$ cat config.mk
export PLATFORM = sky130hd
export DESIGN_NAME = fuzzy_pwm_ctrl_pipe
export DESIGN_NICKNAME = d
export VERILOG_FILES = /design/src/rtl/fuzzy_pwm_ctrl_pipe_pkg.sv /design/src/rtl/fuzzy_pwm_ctrl_pipe_pwm_gen.sv /design/src/rtl/fuzzy_pwm_ctrl_pipe.sv
export SDC_FILE = /design/constraint.sdc
export NUM_CORES = 1
export LEC_CHECK = 0
export CAP_MARGIN = 20
export CORE_MARGIN = 3
export CORE_UTILIZATION = 50
export DETAILED_ROUTE_END_ITERATION = 10
export PLACE_DENSITY = 0.67
export SYNTH_ARGS = -nofsm -noshare
export SYNTH_HDL_FRONTEND = slang
export SYNTH_SLANG_ARGS = --single-unit
$ cat constraint.sdc
create_clock -name clk -period 6.3 [get_ports clk]
set_clock_uncertainty 0.05 [all_clocks]
set_input_delay 1.26 -clock clk [delete_from_list [all_inputs] [get_ports clk]]
set_output_delay 1.26 -clock clk [all_outputs]
set_load 0.01 [all_outputs]
$ cat src/rtl/fuzzy_pwm_ctrl_pipe_pkg.sv
// Shared constants and helpers for the pipelined fuzzy duty controller.
package fuzzy_pkg;

    localparam int DEF_DATA_W = 8;
    localparam int DEF_SEL_W  = 3;
    localparam int DEF_DUTY_W = 8;

    // Duty word at the default width, handy for benches and tooling.
    typedef logic [DEF_DUTY_W-1:0] duty_t;

    // Number of triangular sets: 2^sel_w intervals need 2^sel_w+1 peaks.
    function automatic int nsets(input int sel_w);
        return (1 << sel_w) + 1;
    endfunction

    // Spacing between neighbouring set peaks on the crisp axis.
    function automatic int step(input int data_w, input int sel_w);
        return 1 << (data_w - sel_w);
    endfunction

    // Linear default singleton for set k, clipped to full scale on the last set.
    function automatic int default_rule(input int k, input int duty_w, input int sel_w);
        int v;
        v = k << (duty_w - sel_w);
        if (v > (1 << duty_w) - 1) begin
            v = (1 << duty_w) - 1;
        end
        return v;
    endfunction

endpackage

$ cat src/rtl/fuzzy_pwm_ctrl_pipe_pwm_gen.sv
// PWM generator: free-running counter, duty staged as pending then active so a
// new duty only takes effect at the start of a period.
module fz_pwm_gen #(
    parameter int DUTY_W = 8
) (
    input  logic              clk,
    input  logic              rst_n,
    input  logic              i_load,
    input  logic [DUTY_W-1:0] i_duty,
    output logic              o_pwm
);

    logic [DUTY_W-1:0] r_cnt;
    logic [DUTY_W-1:0] r_pending;
    logic [DUTY_W-1:0] r_active;
    logic              r_pwm;
    logic              w_wrap;

    // Counter is at its last value, so the next edge starts a new period.
    assign w_wrap = (r_cnt == {DUTY_W{1'b1}});
    assign o_pwm  = r_pwm;

    // Period counter, wraps naturally from all-ones to zero.
    always_ff @(posedge clk or negedge rst_n) begin
        if (!rst_n) begin
            r_cnt <= '0;
        end else begin
            r_cnt <= r_cnt + 1'b1;
        end
    end

    // Capture every delivered duty result; the latest one wins.
    always_ff @(posedge clk or negedge rst_n) begin
        if (!rst_n) begin
            r_pending <= '0;
        end else if (i_load) begin
            r_pending <= i_duty;
        end
    end

    // Promote pending duty only on the wrap edge to avoid mid-period glitches.
    always_ff @(posedge clk or negedge rst_n) begin
        if (!rst_n) begin
            r_active <= '0;
        end else if (w_wrap) begin
            r_active <= r_pending;
        end
    end

    // Registered compare; duty 0 never goes high, full scale drops one cycle.
    always_ff @(posedge clk or negedge rst_n) begin
        if (!rst_n) begin
            r_pwm <= 1'b0;
        end else begin
            r_pwm <= (r_cnt < r_active);
        end
    end

endmodule

$ cat src/rtl/fuzzy_pwm_ctrl_pipe.sv
// Pipelined fuzzy duty controller: fuzzify onto evenly spaced triangular sets,
// weight two neighbouring rule singletons, and feed the result to a PWM.
//
// Handshake: a transfer happens on a side when valid and ready are both high
// at a rising edge. valid, once raised, holds with stable data until accepted.
// Here advance = !out_valid | out_ready moves all three stages together and
// in_ready = advance combinationally, so a stalled pipe holds every stage.
module fuzzy_pwm_ctrl_pipe
    import fuzzy_pkg::*;
#(
    parameter int DATA_W = 8,
    parameter int SEL_W  = 3,
    parameter int DUTY_W = 8
) (
    input  logic              clk,
    input  logic              rst_n,
    input  logic              in_valid,
    output logic              in_ready,
    input  logic [DATA_W-1:0] in_data,
    input  logic              rule_we,
    input  logic [SEL_W:0]    rule_addr,
    input  logic [DUTY_W-1:0] rule_wdata,
    output logic              out_valid,
    input  logic              out_ready,
    output logic [DUTY_W-1:0] out_duty,
    output logic              pwm_out
);

    localparam int NSETS  = nsets(SEL_W);
    localparam int FRAC_W = DATA_W - SEL_W;
    localparam int PROD_W = DUTY_W + FRAC_W;
    localparam int SUM_W  = PROD_W + 1;

    logic              w_advance;
    logic              w_out_fire;

    logic              r_s1_valid;
    logic [SEL_W-1:0]  r_s1_i;
    logic [FRAC_W-1:0] r_s1_f;

    logic              r_s2_valid;
    logic [PROD_W-1:0] r_s2_p0;
    logic [PROD_W-1:0] r_s2_p1;

    logic              r_out_valid;
    logic [DUTY_W-1:0] r_out_duty;

    logic [DUTY_W-1:0] r_table [NSETS];

    logic [SEL_W:0]    w_idx0;
    logic [SEL_W:0]    w_idx1;
    logic [PROD_W-1:0] w_c0;
    logic [PROD_W-1:0] w_c1;
    logic [PROD_W-1:0] w_f;
    logic [PROD_W-1:0] w_p0;
    logic [PROD_W-1:0] w_p1;
    logic [SUM_W-1:0]  w_sum;
    logic [SUM_W-1:0]  w_quot;

    assign w_advance  = !r_out_valid || out_ready;
    assign in_ready   = w_advance;
    assign w_out_fire = r_out_valid && out_ready;
    assign out_valid  = r_out_valid;
    assign out_duty   = r_out_duty;

    // Segment index i selects sets i and i+1; i never exceeds NSETS-2.
    assign w_idx0 = {1'b0, r_s1_i};
    assign w_idx1 = w_idx0 + 1'b1;
    assign w_c0   = PROD_W'(r_table[w_idx0]);
    assign w_c1   = PROD_W'(r_table[w_idx1]);
    assign w_f    = PROD_W'(r_s1_f);
    // c0*(STEP-f) written as c0*STEP - c0*f keeps every term inside PROD_W.
    assign w_p0   = (w_c0 << FRAC_W) - (w_c0 * w_f);
    assign w_p1   = w_c1 * w_f;
    assign w_sum  = SUM_W'(r_s2_p0) + SUM_W'(r_s2_p1);
    assign w_quot = w_sum >> FRAC_W;

    // Rule table: reset to the linear default, writes to addresses past the last set are dropped.
    always_ff @(posedge clk or negedge rst_n) begin
        if (!rst_n) begin
            for (int k = 0; k < NSETS; k++) begin
                r_table[k] <= DUTY_W'(default_rule(k, DUTY_W, SEL_W));
            end
        end else if (rule_we && (int'(rule_addr) < NSETS)) begin
            r_table[rule_addr] <= rule_wdata;
        end
    end

    // Stage 1: split the crisp sample into segment index and fraction.
    always_ff @(posedge clk or negedge rst_n) begin
        if (!rst_n) begin
            r_s1_valid <= 1'b0;
            r_s1_i     <= '0;
            r_s1_f     <= '0;
        end else if (w_advance) begin
            r_s1_valid <= in_valid;
            if (in_valid) begin
                r_s1_i <= in_data[DATA_W-1 -: SEL_W];
                r_s1_f <= in_data[FRAC_W-1:0];
            end
        end
    end

    // Stage 2: read both singletons (pre-edge table contents) and weight them.
    always_ff @(posedge clk or negedge rst_n) begin
        if (!rst_n) begin
            r_s2_valid <= 1'b0;
            r_s2_p0    <= '0;
            r_s2_p1    <= '0;
        end else if (w_advance) begin
            r_s2_valid <= r_s1_valid;
            if (r_s1_valid) begin
                r_s2_p0 <= w_p0;
                r_s2_p1 <= w_p1;
            end
        end
    end

    // Stage 3: sum and normalise by STEP; result held while the consumer stalls.
    always_ff @(posedge clk or negedge rst_n) begin
        if (!rst_n) begin
            r_out_valid <= 1'b0;
            r_out_duty  <= '0;
        end else if (w_advance) begin
            r_out_valid <= r_s2_valid;
            if (r_s2_valid) begin
                r_out_duty <= DUTY_W'(w_quot);
            end
        end
    end

    fz_pwm_gen #(
        .DUTY_W (DUTY_W)
    ) u_pwm (
        .clk    (clk),
        .rst_n  (rst_n),
        .i_load (w_out_fire),
        .i_duty (r_out_duty),
        .o_pwm  (pwm_out)
    );

endmodule

==> results.tsv <==
stage	metric	value	unit
finish	Fill cells	1627	
critical_path	most frequent CP cell	fa_1	
sta	Worst-Margin Slew	977	ps
sta	max-slew violations	0	
yosys	synthesized area per cell	11.5	um^2
clock_tree	# Post-CTS Setup Buffers	0	
finish	commonest non-fill, non-tap cell in the layout	dfrtp_1	
route	via count	6198	
yosys	share of the synthesized area in the top cell type	0.316	
clock_tree	hold_buf cts	0	
route	drt first pass iters	5	
route	DRC violations left	0	
yosys	prevailing post-synth register cell	dfrtp_1	
floorplanning	Rows	50	
status	status	finished, final reports clean	
floorplanning	Initial Utilization	0.512	
route	vias per cell	5.41	
placement	I/O Buffers	35	
critical_path	critical path fanouts, max	11	
critical_path	CP Cell Sequence	ha_1 -> buf_4 -> mux4_2 -> mux2i_1 -> o21ai_1 -> and2_1 -> fa_1 -> inv_1 -> fa_1 -> inv_1 -> fa_1 -> ha_1 -> a21o_1 -> a21oi_1 -> o21bai_1 -> a311oi_1 -> mux2i_1 -> nand3_1	
critical_path	crit path DAT	5830	ps
route	routed wire length	19300	um
placement	GP Congestion	0.782	
yosys	Synth area leaders	dfrtp_1 32%, mux2_2 11%, fa_1 8.9%, ha_1 8.2%, mux4_2 7.2%	
finish	Ant. Diodes	0	
yosys	YS warnings	0	
route	wire per inst	16.9	um
global_route	global-route wire length before repair	32900	um
critical_path	CP startpoint	r_s1_i[1]	
critical_path	Worst Setup End Kind	register	
yosys	Yosys top cell by area	dfrtp_1	
floorplanning	Die ar.	0.0210	mm^2
finish	most frequent cells in the layout	122 x dfrtp_1, 98 x mux2_2, 84 x nand2_1	
sta	setup TNS	0	ps
clock_tree	clock sinks	142	
clock_tree	CTS buffer count	17	
placement	HPWL after detailed placement	14000	um
critical_path	critical path's largest stage delay	670	ps
sta	final hold vios	0	
critical_path	Worst Setup EP	r_s2_p1[12]	
clock_tree	CTS tree	built	
clock_tree	worst skew pair latency	420	ps
yosys	post-synthesis sequential area ratio	0.371	
sta	setup violators final	0	
clock_tree	Max clock buf depth	2	
critical_path	R2R cell count	18	
yosys	Syn Std Cell Area	0.00965	mm^2
global_route	largest net degree at the start of global routing	99	
yosys	Synth cell types	57	
yosys	fraction of registers with async set or reset after synthesis	1.00	
floorplanning	die span in y	145	um
route	remaining antenna violation count	0	
floorplanning	core area	0.0188	mm^2
critical_path	worst r2r dst	r_s2_p1[12]	
sta	min cycle time layout	5590	ps
sta	fin crit share	0.887	
critical_path	Crit Path Class	register to register	
clock_tree	Clock Pin Slew Worst Setup and Hold Paths	60	ps
global_route	initial antenna violation count	0	
yosys	Syn Nets	972	
floorplanning	IO Pins	36	
flow_run	max_cap viols	0	
floorplanning	Die W	145	um
yosys	Seq cells post-synth	142	
critical_path	Crit path max-delay family	adder cells	
sta	RSZ-0062 raised after global routing	no	
route	Iteration-0 DRC Markers	216	
yosys	Post-Synthesis Cells	841	
clock_tree	Root Driver	clkbuf_16	
finish	share of layout cells above drive strength 1	0.226	
global_route	GRT Overall Usage	0.194	
critical_path	reg-to-reg setup timing slack	710	ps
sta	Max Clk Rate	179	MHz
clock_tree	CTS H-Tree Depth	4	
critical_path	crit path buf inv count	3	
critical_path	type of origin of the critical path	register	
global_route	GR Overflow Total	0	
min_path	worst min path class	register to register	
clock_tree	Resized Gates After CTS	0	
critical_path	slowest CP cell	ha_1	
finish	area delta synth->final	12.1	%
global_route	vias in the first global route	6405	
sta	max_slew headroom	0.346	
yosys	Post-synth EDFFs	0	
critical_path	CP Depth	18	
critical_path	WP data required	6550	ps
finish	nets@finish	1003	
critical_path	worst reg2reg startpoint	r_s1_i[1]	
## synthesized netlist by cell type (5+ instances only)
cell type,n
a21o_1,10
a21oi_1,17
and2_1,39
buf_2,6
buf_4,5
clkbuf_1,16
dfrtp_1,122
dfstp_2,20
fa_1,43
ha_1,63
inv_1,81
mux2_2,98
mux2i_1,10
mux4_2,31
nand2_1,84
nand2b_1,11
nand3_1,7
nor2_1,15
nor2b_1,10
nor3_1,8
o21ai_0,41
o21ai_1,10
o21bai_1,5
xnor2_1,18
xor2_1,9
## registers in the layout, summed over array words and instances (netlist names)
register / flops
r_table: 72
r_s2_p0: 13
r_s2_p1: 13
out_duty: 8
u_pwm.r_active: 8
u_pwm.r_cnt: 8
u_pwm.r_pending: 8
r_s1_f: 5
r_s1_i: 3
out_valid: 1
r_s1_valid: 1
r_s2_valid: 1
u_pwm.o_pwm: 1
## per-stage QoR
step | setup slack (ps) | util | std cells | hold WS [ps] | area, um^2
2_1_floorplan | 1300 | - | 841 | 386 | 9650
5_1_grt | 378 | 0.574 | 1145 | 452 | 10800
4_1_cts | 689 | 0.574 | 1145 | 424 | 10800
3_5_place_dp | 706 | 0.542 | 1113 | 409 | 10200
3_3_place_gp | 833 | 0.542 | 1113 | 401 | 10200
6_report | 715 | 0.574 | 1145 | 422 | 10800
## cells by family after synthesis
family | count (synthesis) | synth area share
AND/OR/NAND/NOR | 200 | 0.105
multiplexers | 144 | 0.208
flip-flops | 142 | 0.371
buffers and inverters | 112 | 0.0486
AO/OA/AOI/OAI | 109 | 0.0695
adder cells (fa/ha/maj) | 106 | 0.171
XOR/XNOR | 28 | 0.0262
## worst min-delay path by stage
stage	startpoint	to	slack, ps	cells past startpoint
4_1_cts	r_s2_valid	out_valid	420	2
6_report	r_s2_valid	out_valid	420	2
2_1_floorplan	r_s2_valid	out_valid	390	2
5_1_grt	r_s2_valid	out_valid	450	2
3_3_place_gp	r_s2_valid	out_valid	400	2
3_5_place_dp	r_s2_valid	out_valid	410	2
## worst reg2reg max path, delay by kind of cell, from the launching register on
kind                     cells  cell delay (ps)
AO/OA/AOI/OAI                5             1080
adder cells (fa/ha/maj)      5             2570
buffers and inverters        3              380
flip-flops                   1              390
multiplexers                 3              700
AND/OR/NAND/NOR              2              300
## metal layers
layer | vias to the layer above | global-route usage | part of all wire
met3 | 19 | 0.0418 | 0.029
met4 | 0 | 0.0504 | 0.013
li1 | 2986 | - | -
met2 | 100 | 0.329 | 0.49
met1 | 3093 | 0.254 | 0.47
met5 | - | 0 | 0
## area by class of cell
cell class / count / area, um^2 / share of cell area
multi-input combinational: 587 / 5600 / 0.518
sequential: 142 / 3580 / 0.331
clock buffer: 18 / 439 / 0.0406
timing repair buffer: 42 / 404 / 0.0374
tap: 260 / 325 / 0.0301
inverter: 82 / 308 / 0.0285
clock inverter: 14 / 156 / 0.0145
Power is not shown: default switching activity piles up to over one toggle a cycle in this logic, so the estimate is an artifact.
==> edit (same settings) <==
Set the parameter `SEL_W` to 4 (it was 3).
--- a/src/rtl/fuzzy_pwm_ctrl_pipe.sv
+++ b/src/rtl/fuzzy_pwm_ctrl_pipe.sv
@@ -10,5 +10,5 @@
 #(
     parameter int DATA_W = 8,
-    parameter int SEL_W  = 3,
+    parameter int SEL_W  = 4,
     parameter int DUTY_W = 8
 ) (
Ports: changed (resized rule_addr); port bits go from 36 to 37. No check against the original RTL was run, so the function may have changed too.
==> edit against the original RTL <==
Sequential cell count up 62. Core utilization fell by 0.11 points. Worst setup slack gained 0.065 ns. Synthesized area grew 29%. Routed wire length up 47%. Maximum frequency is 1.2% higher. Final cell count rose by 21%. Cell area up 29%.
==> edit: results (changes against the original RTL) <==
outcome finished clean; Worst Tran Pin Value 1.03 ns (+0.0580 ns); Unique masters post-synth 53 (-7.0%); IO Port Bufs 36 (+2.9%); xor/xnor share of the synthesized area 2.45% (-0.17 points); fraction of the mapped netlist area in compound gates 6.48% (-0.47 points); routed length per instance 20.4 microns (+21%); number of fill cells 2071 (+27%); Post-Place Setup Slack 0.777 ns (+0.0707 ns); first-pass GRT wire length 46300 microns (+41%); Via-to-Cell Ratio 5.81 (+7.3%); Max FO, Critical Path 26 (+15); slowest stage delay, CP 0.91 ns (+0.24 ns); Synthesized Nets 1127 (+16%); vias in the first global route 8403 (+31%); overall via count from detail_route 8065 (+30%); syn avg cell area 12.2 sq um (+6.7%); Synth area leaders dfrtp_1 33%, mux2_2 15%, mux4_2 8.7%; nets@finish 1158 (+15%); TritonCTS Buffers 24 (+7); GR Util All Layers 22.0% (+2.6 points); Adder-Cell Fraction of Synth Area 10.3% (-6.8 points); Data arrival, critical path 5.90 ns (+0.07 ns); commonest cells in the netlist 164 x dfrtp_1, 164 x mux2_2, 101 x nand2_1; CTS Buffer Depth 3 (+1); HPWL after DPL 19600 microns (+39%); biggest regs r_table: 136 flops, r_s2_p0: 12 flops, r_s2_p1: 12 flops; gp weighted congestion 0.813 (+4.0%)
[edit: cell count changes in the layout (fill, tap and decap cells not counted), sizes merged, moves of 16 or more]
cell    before  now
inv         87   66
dfstp       20   40
a221oi       0   17
dfrtp      122  164
mux4        32   48
mux2i       14   32
nand2       84  102
mux2        98  164
[edit: area by class of cell]
type | instances | share of cell area (%)
tap | 324 | 2.90
timing repair buffer | 51 | 3.53
multi-input combinational | 701 | 48.6
clock inverter | 13 | 1.60
sequential | 204 | 36.9
inverter | 66 | 1.77
clock buffer | 30 | 4.68
[edit: final timing paths]
check,to,slack (ns)
setup / recovery,r_s2_p1[11],0.78
setup reg to reg,r_s2_p1[11],0.78
min in group asynchronous,u_pwm.o_pwm,0.77
max in group asynchronous,r_s1_i[0],4.09
hold reg to reg,out_valid,0.42
hold / removal,out_valid,0.42
[edit: routing by layer]
layer / global-route usage [%] / part of all wire [%]
met5: 0 / 0
met4: 4.96 / 1.7
met3: 3.15 / 4.2
met2: 36.6 / 48
met1: 30.8 / 46
